<file path="src/rtl/hbmc_wr_seq_pkg.sv">
// Shared types and constants for the HyperBus write-data sequencer.
// The beat width is fixed at 32 bits to match the 36-bit write port of the data FIFO.
package hbmc_wr_seq_pkg;

    localparam int HBMC_DATA_WIDTH = 32;
    localparam int WORDS_PER_BEAT  = HBMC_DATA_WIDTH / 16;

    typedef enum logic [2:0] {
        IDLE,
        FILL,
        PAD,
        DISCARD,
        WAIT_MEM,
        RESP
    } wr_state_e;

endpackage

</file>
<file path="src/rtl/hbmc_wr_seq.sv">
// Write-data sequencer: moves len+1 W beats into the data FIFO, releases the memory
// command once the prime threshold is staged, and reports completion after mem_done.
module hbmc_wr_seq
    import hbmc_wr_seq_pkg::*;
#(
    parameter int DATA_WIDTH  = HBMC_DATA_WIDTH,
    parameter int LEN_WIDTH   = 8,
    parameter int ADDR_WIDTH  = 32,
    parameter int PRIME_BEATS = 4
) (
    input  logic                    clk,
    input  logic                    arstn,
    input  logic                    cmd_valid,
    output logic                    cmd_ready,
    input  logic [ADDR_WIDTH-1:0]   cmd_addr,
    input  logic [LEN_WIDTH-1:0]    cmd_len,
    input  logic                    s_wvalid,
    output logic                    s_wready,
    input  logic [DATA_WIDTH-1:0]   s_wdata,
    input  logic [DATA_WIDTH/8-1:0] s_wstrb,
    input  logic                    s_wlast,
    output logic [DATA_WIDTH-1:0]   fifo_wr_din,
    output logic [DATA_WIDTH/8-1:0] fifo_wr_strb,
    output logic                    fifo_wr_ena,
    input  logic                    fifo_wr_full,
    output logic                    mem_cmd_valid,
    input  logic                    mem_cmd_ready,
    output logic [ADDR_WIDTH-1:0]   mem_cmd_addr,
    output logic [LEN_WIDTH+1:0]    mem_cmd_words,
    input  logic                    mem_done,
    output logic                    done_valid,
    input  logic                    done_ready,
    output logic                    done_err
);

    localparam logic [LEN_WIDTH:0]   ONE_CNT   = (LEN_WIDTH+1)'(1);
    localparam logic [LEN_WIDTH:0]   PRIME_CNT = (LEN_WIDTH+1)'(PRIME_BEATS);
    localparam logic [LEN_WIDTH+1:0] WPB       = (LEN_WIDTH+2)'(WORDS_PER_BEAT);

    wr_state_e               state_q, state_d;
    logic [ADDR_WIDTH-1:0]   addr_q, addr_d;
    logic [LEN_WIDTH:0]      target_q, target_d;
    logic [LEN_WIDTH:0]      prime_q, prime_d;
    logic [LEN_WIDTH+1:0]    words_q, words_d;
    logic [LEN_WIDTH:0]      beat_cnt_q, beat_cnt_d;
    logic                    err_q, err_d;
    logic                    pend_q, pend_d;
    logic                    issued_q, issued_d;
    logic                    mem_done_q, mem_done_d;
    logic                    out_of_rst_q;

    logic [LEN_WIDTH:0]      cmd_beats;
    logic [LEN_WIDTH:0]      cnt_inc;
    logic                    push;
    logic                    mem_accept;

    assign cmd_beats     = {1'b0, cmd_len} + ONE_CNT;
    assign cnt_inc       = beat_cnt_q + ONE_CNT;
    assign mem_accept    = pend_q & mem_cmd_ready;
    assign mem_cmd_valid = pend_q;
    assign mem_cmd_addr  = addr_q;
    assign mem_cmd_words = words_q;

    always_comb begin
        // NOTE: every output and next-state value gets a default first so no path infers a latch.
        state_d      = state_q;
        addr_d       = addr_q;
        target_d     = target_q;
        prime_d      = prime_q;
        words_d      = words_q;
        beat_cnt_d   = beat_cnt_q;
        err_d        = err_q;
        pend_d       = pend_q;
        issued_d     = issued_q;
        mem_done_d   = mem_done_q | (mem_done & (state_q != IDLE));
        cmd_ready    = 1'b0;
        s_wready     = 1'b0;
        fifo_wr_ena  = 1'b0;
        fifo_wr_din  = '0;
        fifo_wr_strb = '0;
        done_valid   = 1'b0;
        done_err     = 1'b0;
        push         = 1'b0;

        if (mem_accept) begin
            pend_d   = 1'b0;
            issued_d = 1'b1;
        end

        case (state_q)
            IDLE: begin
                // Held low until the first clock after reset release.
                cmd_ready = out_of_rst_q;
                if (cmd_valid && out_of_rst_q) begin
                    addr_d     = cmd_addr;
                    target_d   = cmd_beats;
                    prime_d    = (cmd_beats < PRIME_CNT) ? cmd_beats : PRIME_CNT;
                    words_d    = {1'b0, cmd_beats} * WPB;
                    beat_cnt_d = '0;
                    err_d      = 1'b0;
                    pend_d     = 1'b0;
                    issued_d   = 1'b0;
                    mem_done_d = 1'b0;
                    state_d    = FILL;
                end
            end
            FILL: begin
                s_wready     = !fifo_wr_full;
                push         = s_wvalid & !fifo_wr_full;
                fifo_wr_ena  = push;
                fifo_wr_din  = s_wdata;
                fifo_wr_strb = s_wstrb;
                if (push) begin
                    if (cnt_inc == target_q) begin
                        if (s_wlast) begin
                            state_d = WAIT_MEM;
                        end else begin
                            err_d   = 1'b1;
                            state_d = DISCARD;
                        end
                    end else if (s_wlast) begin
                        err_d   = 1'b1;
                        state_d = PAD;
                    end
                end
            end
            PAD: begin
                // Zero-strobe filler beats keep the memory-side beat count exact.
                push        = !fifo_wr_full;
                fifo_wr_ena = push;
                if (push && (cnt_inc == target_q)) begin
                    state_d = WAIT_MEM;
                end
            end
            DISCARD: begin
                s_wready = 1'b1;
                if (s_wvalid && s_wlast) begin
                    state_d = WAIT_MEM;
                end
            end
            WAIT_MEM: begin
                if ((mem_done_q || mem_done) && (issued_q || mem_accept)) begin
                    state_d = RESP;
                end
            end
            RESP: begin
                done_valid = 1'b1;
                done_err   = err_q;
                if (done_ready) begin
                    state_d = IDLE;
                end
            end
            default: state_d = IDLE;
        endcase

        if (push) begin
            beat_cnt_d = cnt_inc;
            if ((cnt_inc == prime_q) && !pend_q && !issued_q) begin
                pend_d = 1'b1;
            end
        end
    end

    always_ff @(posedge clk or negedge arstn) begin
        if (!arstn) begin
            state_q      <= IDLE;
            addr_q       <= '0;
            target_q     <= '0;
            prime_q      <= '0;
            words_q      <= '0;
            beat_cnt_q   <= '0;
            err_q        <= 1'b0;
            pend_q       <= 1'b0;
            issued_q     <= 1'b0;
            mem_done_q   <= 1'b0;
            out_of_rst_q <= 1'b0;
        end else begin
            // NOTE: sequential state uses non-blocking assignments so all registers update together.
            state_q      <= state_d;
            addr_q       <= addr_d;
            target_q     <= target_d;
            prime_q      <= prime_d;
            words_q      <= words_d;
            beat_cnt_q   <= beat_cnt_d;
            err_q        <= err_d;
            pend_q       <= pend_d;
            issued_q     <= issued_d;
            mem_done_q   <= mem_done_d;
            out_of_rst_q <= 1'b1;
        end
    end

endmodule

</file>
<file path="config.mk">
export PLATFORM = sky130hd
export DESIGN_NAME = hbmc_wr_seq
export DESIGN_NICKNAME = d
export VERILOG_FILES = /design/src/rtl/hbmc_wr_seq_pkg.sv /design/src/rtl/hbmc_wr_seq.sv
export SDC_FILE = /design/constraint.sdc
export NUM_CORES = 1
export LEC_CHECK = 0
export CORE_ASPECT_RATIO = 0.75
export CORE_MARGIN = 2
export CORE_UTILIZATION = 35
export CTS_BUF_LIST = sky130_fd_sc_hd__clkbuf_4 sky130_fd_sc_hd__clkbuf_8 sky130_fd_sc_hd__clkbuf_16
export CTS_CLUSTER_SIZE = 10
export DETAILED_ROUTE_END_ITERATION = 8
export PLACE_DENSITY = 0.7
export REMOVE_ABC_BUFFERS = 1
export SLEW_MARGIN = 20
export SYNTH_ARGS = -nofsm -noshare
export SYNTH_HDL_FRONTEND = slang
export SYNTH_SLANG_ARGS = --single-unit
</file>
<file path="constraint.sdc">
create_clock -name clk -period 3.83 [get_ports clk]
set_input_delay 0.5745 -clock clk [delete_from_list [all_inputs] [get_ports clk]]
set_output_delay 0.5745 -clock clk [all_outputs]
set_load 0.1 [all_outputs]
</file>
# Word-level counts from Yosys, hierarchy flattened

Index checks and enable logic that the tools add are counted.

Register bits after elaboration: 67
Output and inout bits: 84
Bits of input ports: 85
Word-level logic and storage cells: 89

Reduce and logical (&&, ||, !) cells: 20
Add/sub/neg operators: 2
Magnitude comparators: 1
Bitwise logic cells: 4
Equal/unequal tests: 15
Multiplexer cells: 37

Operators with widths:

| operator                                                             | number |
|---|---|
| 9-bit 2-to-1 mux                                                     | 4 |
| 32-bit 2-to-1 mux                                                    | 1 |
| 3-bit 2-to-1 mux                                                     | 9 |
| 9-bit == test                                                        | 2 |
| 1-bit 2-to-1 mux                                                     | 18 |
| 3-bit one-hot mux with 6 select lines                                | 1 |
| 2-bit != test, second input constant                                 | 6 |
| 8-bit by 1-bit adder with 9-bit output, second input constant        | 1 |
| 9-bit by 1-bit adder with 9-bit output, second input constant        | 1 |
| 9-bit by 3-bit < comparator with 1-bit output, second input constant | 1 |
| 7-bit AND reduction                                                  | 1 |
| 3-bit by 2-bit == test with 1-bit output, second input constant      | 2 |
| 3-bit == test, second input constant                                 | 2 |
| 1-bit logical AND                                                    | 6 |
| 3-bit != test, second input constant                                 | 2 |
| 1-bit one-hot mux with 2 select lines                                | 3 |
| 2-bit nonzero test                                                   | 3 |
| 5-bit AND reduction                                                  | 1 |
| 4-bit 2-to-1 mux                                                     | 1 |
| 2-bit AND reduction                                                  | 2 |
| 1-bit AND                                                            | 3 |
| 3-bit by 1-bit == test with 1-bit output, second input constant      | 1 |
| 1-bit logical NOT                                                    | 3 |
| 3-bit logical NOT                                                    | 1 |
| other kinds (3)                                                      | 4 |

# Logic depth before layout (Yosys ltp)

Gate-level depths: netlist of run 1.

Depth after elaboration: 6
Depth in mapped cells: 10
Mapped depth without buffers: 8

# Worst setup path before layout of run 1

No wires, ideal clock.

Path type: flip-flop to output port
Start: register state_q[1]
End: output s_wready
Arrival time: 2198 ps
Buffers on the path: 1
Stages on the path, launching flop included: 4
Required time: 3256 ps
Path slack: 1058 ps
Cell sequence: dfrtp_1 -> clkbuf_1 -> inv_1 -> a21oi_1

Word-level cells in the longest chain between the ends: 2

RTL lines:

| item                                                                                                 | RTL line           | RTL |
|---|---|---|
| from (decl)                                                                                          | hbmc_wr_seq.sv:40  | `wr_state_e state_q, state_d;` |
| from (signal assigned)                                                                               | hbmc_wr_seq.sv:179 | `state_q <= state_d;` |
| 3-bit by 2-bit == test with 1-bit output or 3-bit by 1-bit == test with 1-bit output (tied branches) | hbmc_wr_seq.sv:90  | `case (state_q)` |
| 1-bit one-hot mux with 2 select lines (*)                                                            | hbmc_wr_seq.sv:90  |  |
| to (decl)                                                                                            | hbmc_wr_seq.sv:18  | `output logic s_wready,` |

Every way passes the cells marked *; elsewhere a longest branch is shown, timed or not.

# Final worst setup path of run 1

Start: register state_q[0]
End: output fifo_wr_ena

Word-level cells in the longest chain between the ends: 2

RTL lines:

| item                                                                                                 | RTL line          | RTL |
|---|---|---|
| 3-bit by 2-bit == test with 1-bit output or 3-bit by 1-bit == test with 1-bit output (tied branches) | hbmc_wr_seq.sv:90 |  |
| 1-bit one-hot mux with 2 select lines (*)                                                            | hbmc_wr_seq.sv:90 |  |
| to (decl)                                                                                            | hbmc_wr_seq.sv:24 | `output logic fifo_wr_ena,` |

Marked as above.

==> run_results.csv, run 1 <==
group,metric,value,unit
status,status,"complete, no violations",
floorplanning,placementRows,31,
placed_design,place_ws,1.09,ns
final_layout,diodes,0,
timing,clock_skew,0.00595,ns
timing,drv_slew,0,
global_routing,grtUsageTotal,0.189,
timing,hold_slack,0.430,ns
floorplanning,initial_core_util,0.366,
global_routing,grt_pass1_wl,16.7,mm
synthesis,synth_top_cell_area_share,0.467,
global_routing,gr-total-overflow,0,
worst_setup_path,r2r_start,"beat_cnt_q[0]",
placed_design,dp_hpwl,7.58,mm
detailed_routing,vias_per_cell,4.68,
cts,clk_pin_slew,0.05,ns
detailed_routing,route.detailed.drc,0,
detailed_routing,ant_nets,0,
synthesis,ys_types,48,
synthesis,synth.area.top_cells,"dfrtp_1 47%, nand2_1 15%, and2_1 7.8%",
cts,cts_num_sinks,67,
timing,setup_violations,0,
global_routing,grt_pass1_vias,3322,
floorplanning,io_pins,169,
worst_setup_path,ff2ff_path_depth,7,
synthesis,ys_seq_area_frac,0.467,
detailed_routing,vias,3356,
timing,final.setup.tns,0,ns
synthesis,synth.avg_cell_area,8.56,sq um
cts,cts_tree,"built",
synthesis,async_flop_share,1.00,
timing,setup_slack,0.998,ns
floorplanning,core,9810,sq um
timing,rsz0062_at_grt,"no",
worst_setup_path,worstReg2RegEnd,"state_q[1]",
flow_run,cap_violations,0,
worst_setup_path,startpoint,"state_q[0]",
final_layout,drive_gt1_frac,0.123,
floorplanning,die_y,91.7,um
timing,slew_headroom,0.328,
floorplanning,fp.dieArea,11100,sq um
timing,worstMarginPinSlew,1.01,ns
worst_setup_path,rrSetupSlack,1.29,ns
placed_design,place_congestion,0.855,
final_layout,fin_nets,667,
floorplanning,die_w,121,um
worst_setup_path,cp.arrival,2.26,ns
timing,fmax,0.353,GHz
min_path,min_path_type,"input pin to asynchronous set/reset pin",
detailed_routing,wl_per_cell,13.9,um
worst_setup_path,crit_path_max_fanout,16,
worst_setup_path,critPathLaunchType,"flop",
synthesis,ys_ff_latch,67,
synthesis,synth_top_area_cell,"dfrtp_1",
synthesis,ys.flop_type,"dfrtp_1",
cts,cts_root_buf,"clkbuf_16",
detailed_routing,wirelength,9.99,mm
synthesis,synth-edff-count,0,
cts,hold_buffers,0,
global_routing,antenna_found_initial,0,
detailed_routing,drt_first_pass_iters,4,
final_layout,area_growth,54.4,%
worst_setup_path,required,3.26,ns
placed_design,portBuffers,167,
synthesis,netlist_area,3590,sq um
detailed_routing,drtIter0Drc,209,
worst_setup_path,critical_path_class,"flop to output port",
timing,finalHoldViolations,0,
cts,cts_setup_buffers,0,
timing,period_needed,2.83,ns
synthesis,ys.warnings.count,0,
timing,min_period_over_period,0.739,
global_routing,grt_start_max_net_pins,68,
cts,cts-resized-gates,0,
cts,clk_latency,0.33,ns
worst_setup_path,end_kind,"output port",
cts,clockBufferDepth,2,
cts,htreeDepth,3,
synthesis,synthCells,419,
cts,cts_inserted_buffers,9,
==> critical path: stages, from the launching register on <==
cell and delay [ns]:
dfrtp_1 0.61, nor2b_1 0.26, nand2_1 0.08, a211o_1 0.41
clkinv_1 0.23, buf_4 0.33
==> sequential cells by signal, indices dropped and copies added, names as in the netlist <==
signal / count
beat_cnt_q: 9
err_q: 1
issued_q: 1
mem_cmd_addr: 32
mem_cmd_valid: 1
mem_cmd_words: 9
mem_done_q: 1
out_of_rst_q: 1
prime_q: 9
state_q: 3
==> stage by stage <==
stage,instance area (sq um),utilization,instances
3_3_place_gp,5260,0.536,701
5_1_grt,5540,0.565,717
3_5_place_dp,5260,0.536,701
4_1_cts,5540,0.565,717
6_report,5540,0.565,717
2_1_floorplan,3480,-,397
==> cell usage in the layout, fill, tap and decap left out, types with 9 or more instances in the layout <==
cell / instances
and2_1: 45
buf_4: 46
clkbuf_16: 9
clkdlybuf4s50_1: 125
dfrtp_1: 67
nand2_1: 139
nand3_1: 11
nor2_1: 14
o21ai_0: 24
xnor2_1: 20
xor2_1: 9
==> cell usage after synthesis (all sizes together) (3+ instances only) <==
master and number:
nand2 139, dfrtp 67, and2 45, o21ai 25, xnor2 21, nor2 17
clkbuf 16, nand3 14, xor2 9, a21oi 7, buf 6, inv 6
o31ai 5, nand2b 4, nor3 4, and3 3, mux2i 3
==> worst max-delay path by stage <==
stage	end	slack, ns
6_report	fifo_wr_ena	1.0
2_1_floorplan	fifo_wr_din[0]	0.99
3_3_place_gp	fifo_wr_ena	1.13
5_1_grt	fifo_wr_ena	0.81
3_5_place_dp	fifo_wr_ena	1.09
4_1_cts	fifo_wr_ena	1.01
==> area by class of cell <==
class / count / area [sq um]
Multi-Input combinational cell: 323 / 1790
Inverter: 7 / 26.3
Timing Repair Buffer: 172 / 1600
Sequential cell: 67 / 1680
Fill cell: 889 / 4270
Clock buffer: 12 / 260
Clock inverter: 4 / 25.0
Tap cell: 132 / 165
==> layer usage <==
metal | GRT usage | vias to the layer above | share of wire
met5 | 0 | - | 0
met4 | 0.0543 | 0 | 0.012
met3 | 0.0392 | 11 | 0.040
met2 | 0.295 | 77 | 0.48
met1 | 0.266 | 1592 | 0.47
li1 | - | 1676 | -
==> cell families after synthesis <==
kind of cell	Yosys count	share of synthesized area
xor+xnor	32	0.0879
mux	3	0.00837
compound gates	48	0.0830
fa+ha+maj	2	0.00697
simple gates	236	0.307
flops	67	0.467
buf+inv	29	0.0373
other cells	2	0.00209
Power of run 1 is not shown: default switching activity piles up to over one toggle a cycle in this logic, so the estimate is an artifact.
==> inputs of run 2 (changes only) <==
PLACE_DENSITY = 0.73   (was 0.7)
clock period = 2.3 ns   (was 3.83 ns; I/O delays follow)
==> run_results.csv, run 2 (synthesized netlist as in run 1, its figures left out) <==
group,metric,value,unit
status,status,"complete, no violations",
worst_setup_path,end_kind,"flop",
detailed_routing,wirelength,11.4,mm
global_routing,grt_pass1_vias,3495,
floorplanning,core,9810,sq um
floorplanning,initial_core_util,0.366,
worst_setup_path,cp.arrival,2.44,ns
placed_design,portBuffers,167,
cts,htreeDepth,3,
detailed_routing,vias,3502,
detailed_routing,drt_first_pass_iters,4,
cts,clk_latency,0.33,ns
worst_setup_path,critPathLaunchType,"flop",
global_routing,antenna_found_initial,0,
worst_setup_path,crit_path_max_fanout,6,
timing,worstMarginPinSlew,0.722,ns
global_routing,grt_pass1_wl,18.2,mm
detailed_routing,wl_met2,5.71,mm
cts,cts_tree,"built",
worst_setup_path,required,2.56,ns
cts,cts_setup_buffers,0,
timing,min_period_over_period,0.946,
detailed_routing,wl_per_cell,15.6,um
final_layout,fin_area,6130,sq um
final_layout,final_common_cell,"nand2_1",
global_routing,gr-total-overflow,0,
floorplanning,fp.dieArea,11100,sq um
global_routing,grt_start_max_net_pins,38,
placed_design,place_congestion,0.895,
detailed_routing,ant_nets,0,
floorplanning,placementRows,31,
placed_design,place_area,5780,sq um
final_layout,fin_util,0.625,
placed_design,dp_hpwl,8.62,mm
cts,cts_num_sinks,67,
final_layout,diodes,0,
timing,fmax,0.459,GHz
final_layout,drive_gt1_frac,0.218,
timing,setup_violations,0,
timing,drv_slew,0,
final_layout,mostFrequentLayoutCells,"139 x nand2_1, 83 x clkdlybuf4s50_1, 64 x dfrtp_1, 55 x buf_4, 45 x and2_1",
timing,slew_headroom,0.519,
detailed_routing,met3WireLength,599,um
worst_setup_path,ff2ff_path_depth,8,
detailed_routing,met1_length,4.92,mm
final_layout,largest_reg_flops,32,
cts,clk_pin_slew,0.06,ns
floorplanning,die_w,121,um
cts,cts_inserted_buffers,9,
worst_setup_path,critical_path_class,"flop to flop",
final_layout,area_growth,70.9,%
floorplanning,die_y,91.7,um
flow_run,cap_violations,0,
timing,period_needed,2.18,ns
detailed_routing,top_layer,"met4",
final_layout,fin_nets,678,
floorplanning,io_pins,169,
min_path,min_path_type,"input pin to asynchronous set/reset pin",
cts,clockBufferDepth,2,
detailed_routing,route.detailed.drc,0,
detailed_routing,vias_per_cell,4.81,
timing,rsz0062_at_grt,"no",
timing,finalHoldViolations,0,
global_routing,grtUsageTotal,0.208,
timing,clock_skew,0.00446,ns
detailed_routing,drtIter0Drc,292,
cts,cts_root_buf,"clkbuf_16",
==> run 2: layout make-up <==
cell class	instances	area, sq um
well taps	132	165
inverters	7	26.3
clock buffers	10	239
fillers	803	3680
multi-input cells	323	1800
clock inverters	6	88.8
flip-flops and latches	67	1680
repair buffers	183	2130
==> run 2: worst max-delay path: stages (launching register included) <==
cell     delay, ns
dfrtp_1       0.40
buf_4         0.17
nand3_2       0.15
nor2_1        0.23
xnor2_1       0.15
nand3_1       0.15
or4_4         0.48
a31o_1        0.26
a21oi_2       0.13
==> run 2: final timing paths <==
path                                       start                to  slack, ns
worst max register to register     beat_cnt_q[0]             err_q       0.12
min in group clk                mem_cmd_addr[24]  mem_cmd_addr[24]       0.47
max in group asynchronous                  arstn  mem_cmd_addr[27]       1.60
worst max-delay path               beat_cnt_q[0]             err_q       0.12
worst min register to register  mem_cmd_addr[24]  mem_cmd_addr[24]       0.47
worst min-delay path                       arstn   mem_cmd_addr[7]       0.07
==> run 2: per-layer routing <==
layer	up-vias	track usage
met2	96	0.346
met4	0	0.0523
met3	16	0.0354
met1	1694	0.281
li1	1696	-
met5	-	0
==> run 2: per-stage QoR <==
step | hold WS (ns) | setup WS [ns] | setup TNS (ns) | instances
floorplan | 0.0494 | -0.307 | -14.87 | 397
global placement | 0.428 | 0.0868 | 0 | 712
detailed placement | 0.429 | 0.0213 | 0 | 712
CTS | 0.0784 | 0.0470 | 0 | 728
global route | 0.124 | 0.0131 | 0 | 728
finish | 0.0720 | 0.123 | 0 | 728
==> run 2: repair_timing <==
action | 4_1_cts | 5_1_grt
pin swaps | 0 | 0
endpoints found under the setup margin | 1 | 4
hold buffers | 0 | 0
resized for setup | 2 | 4
cloned | 0 | 0
Power of run 2 is left out for the same reason.
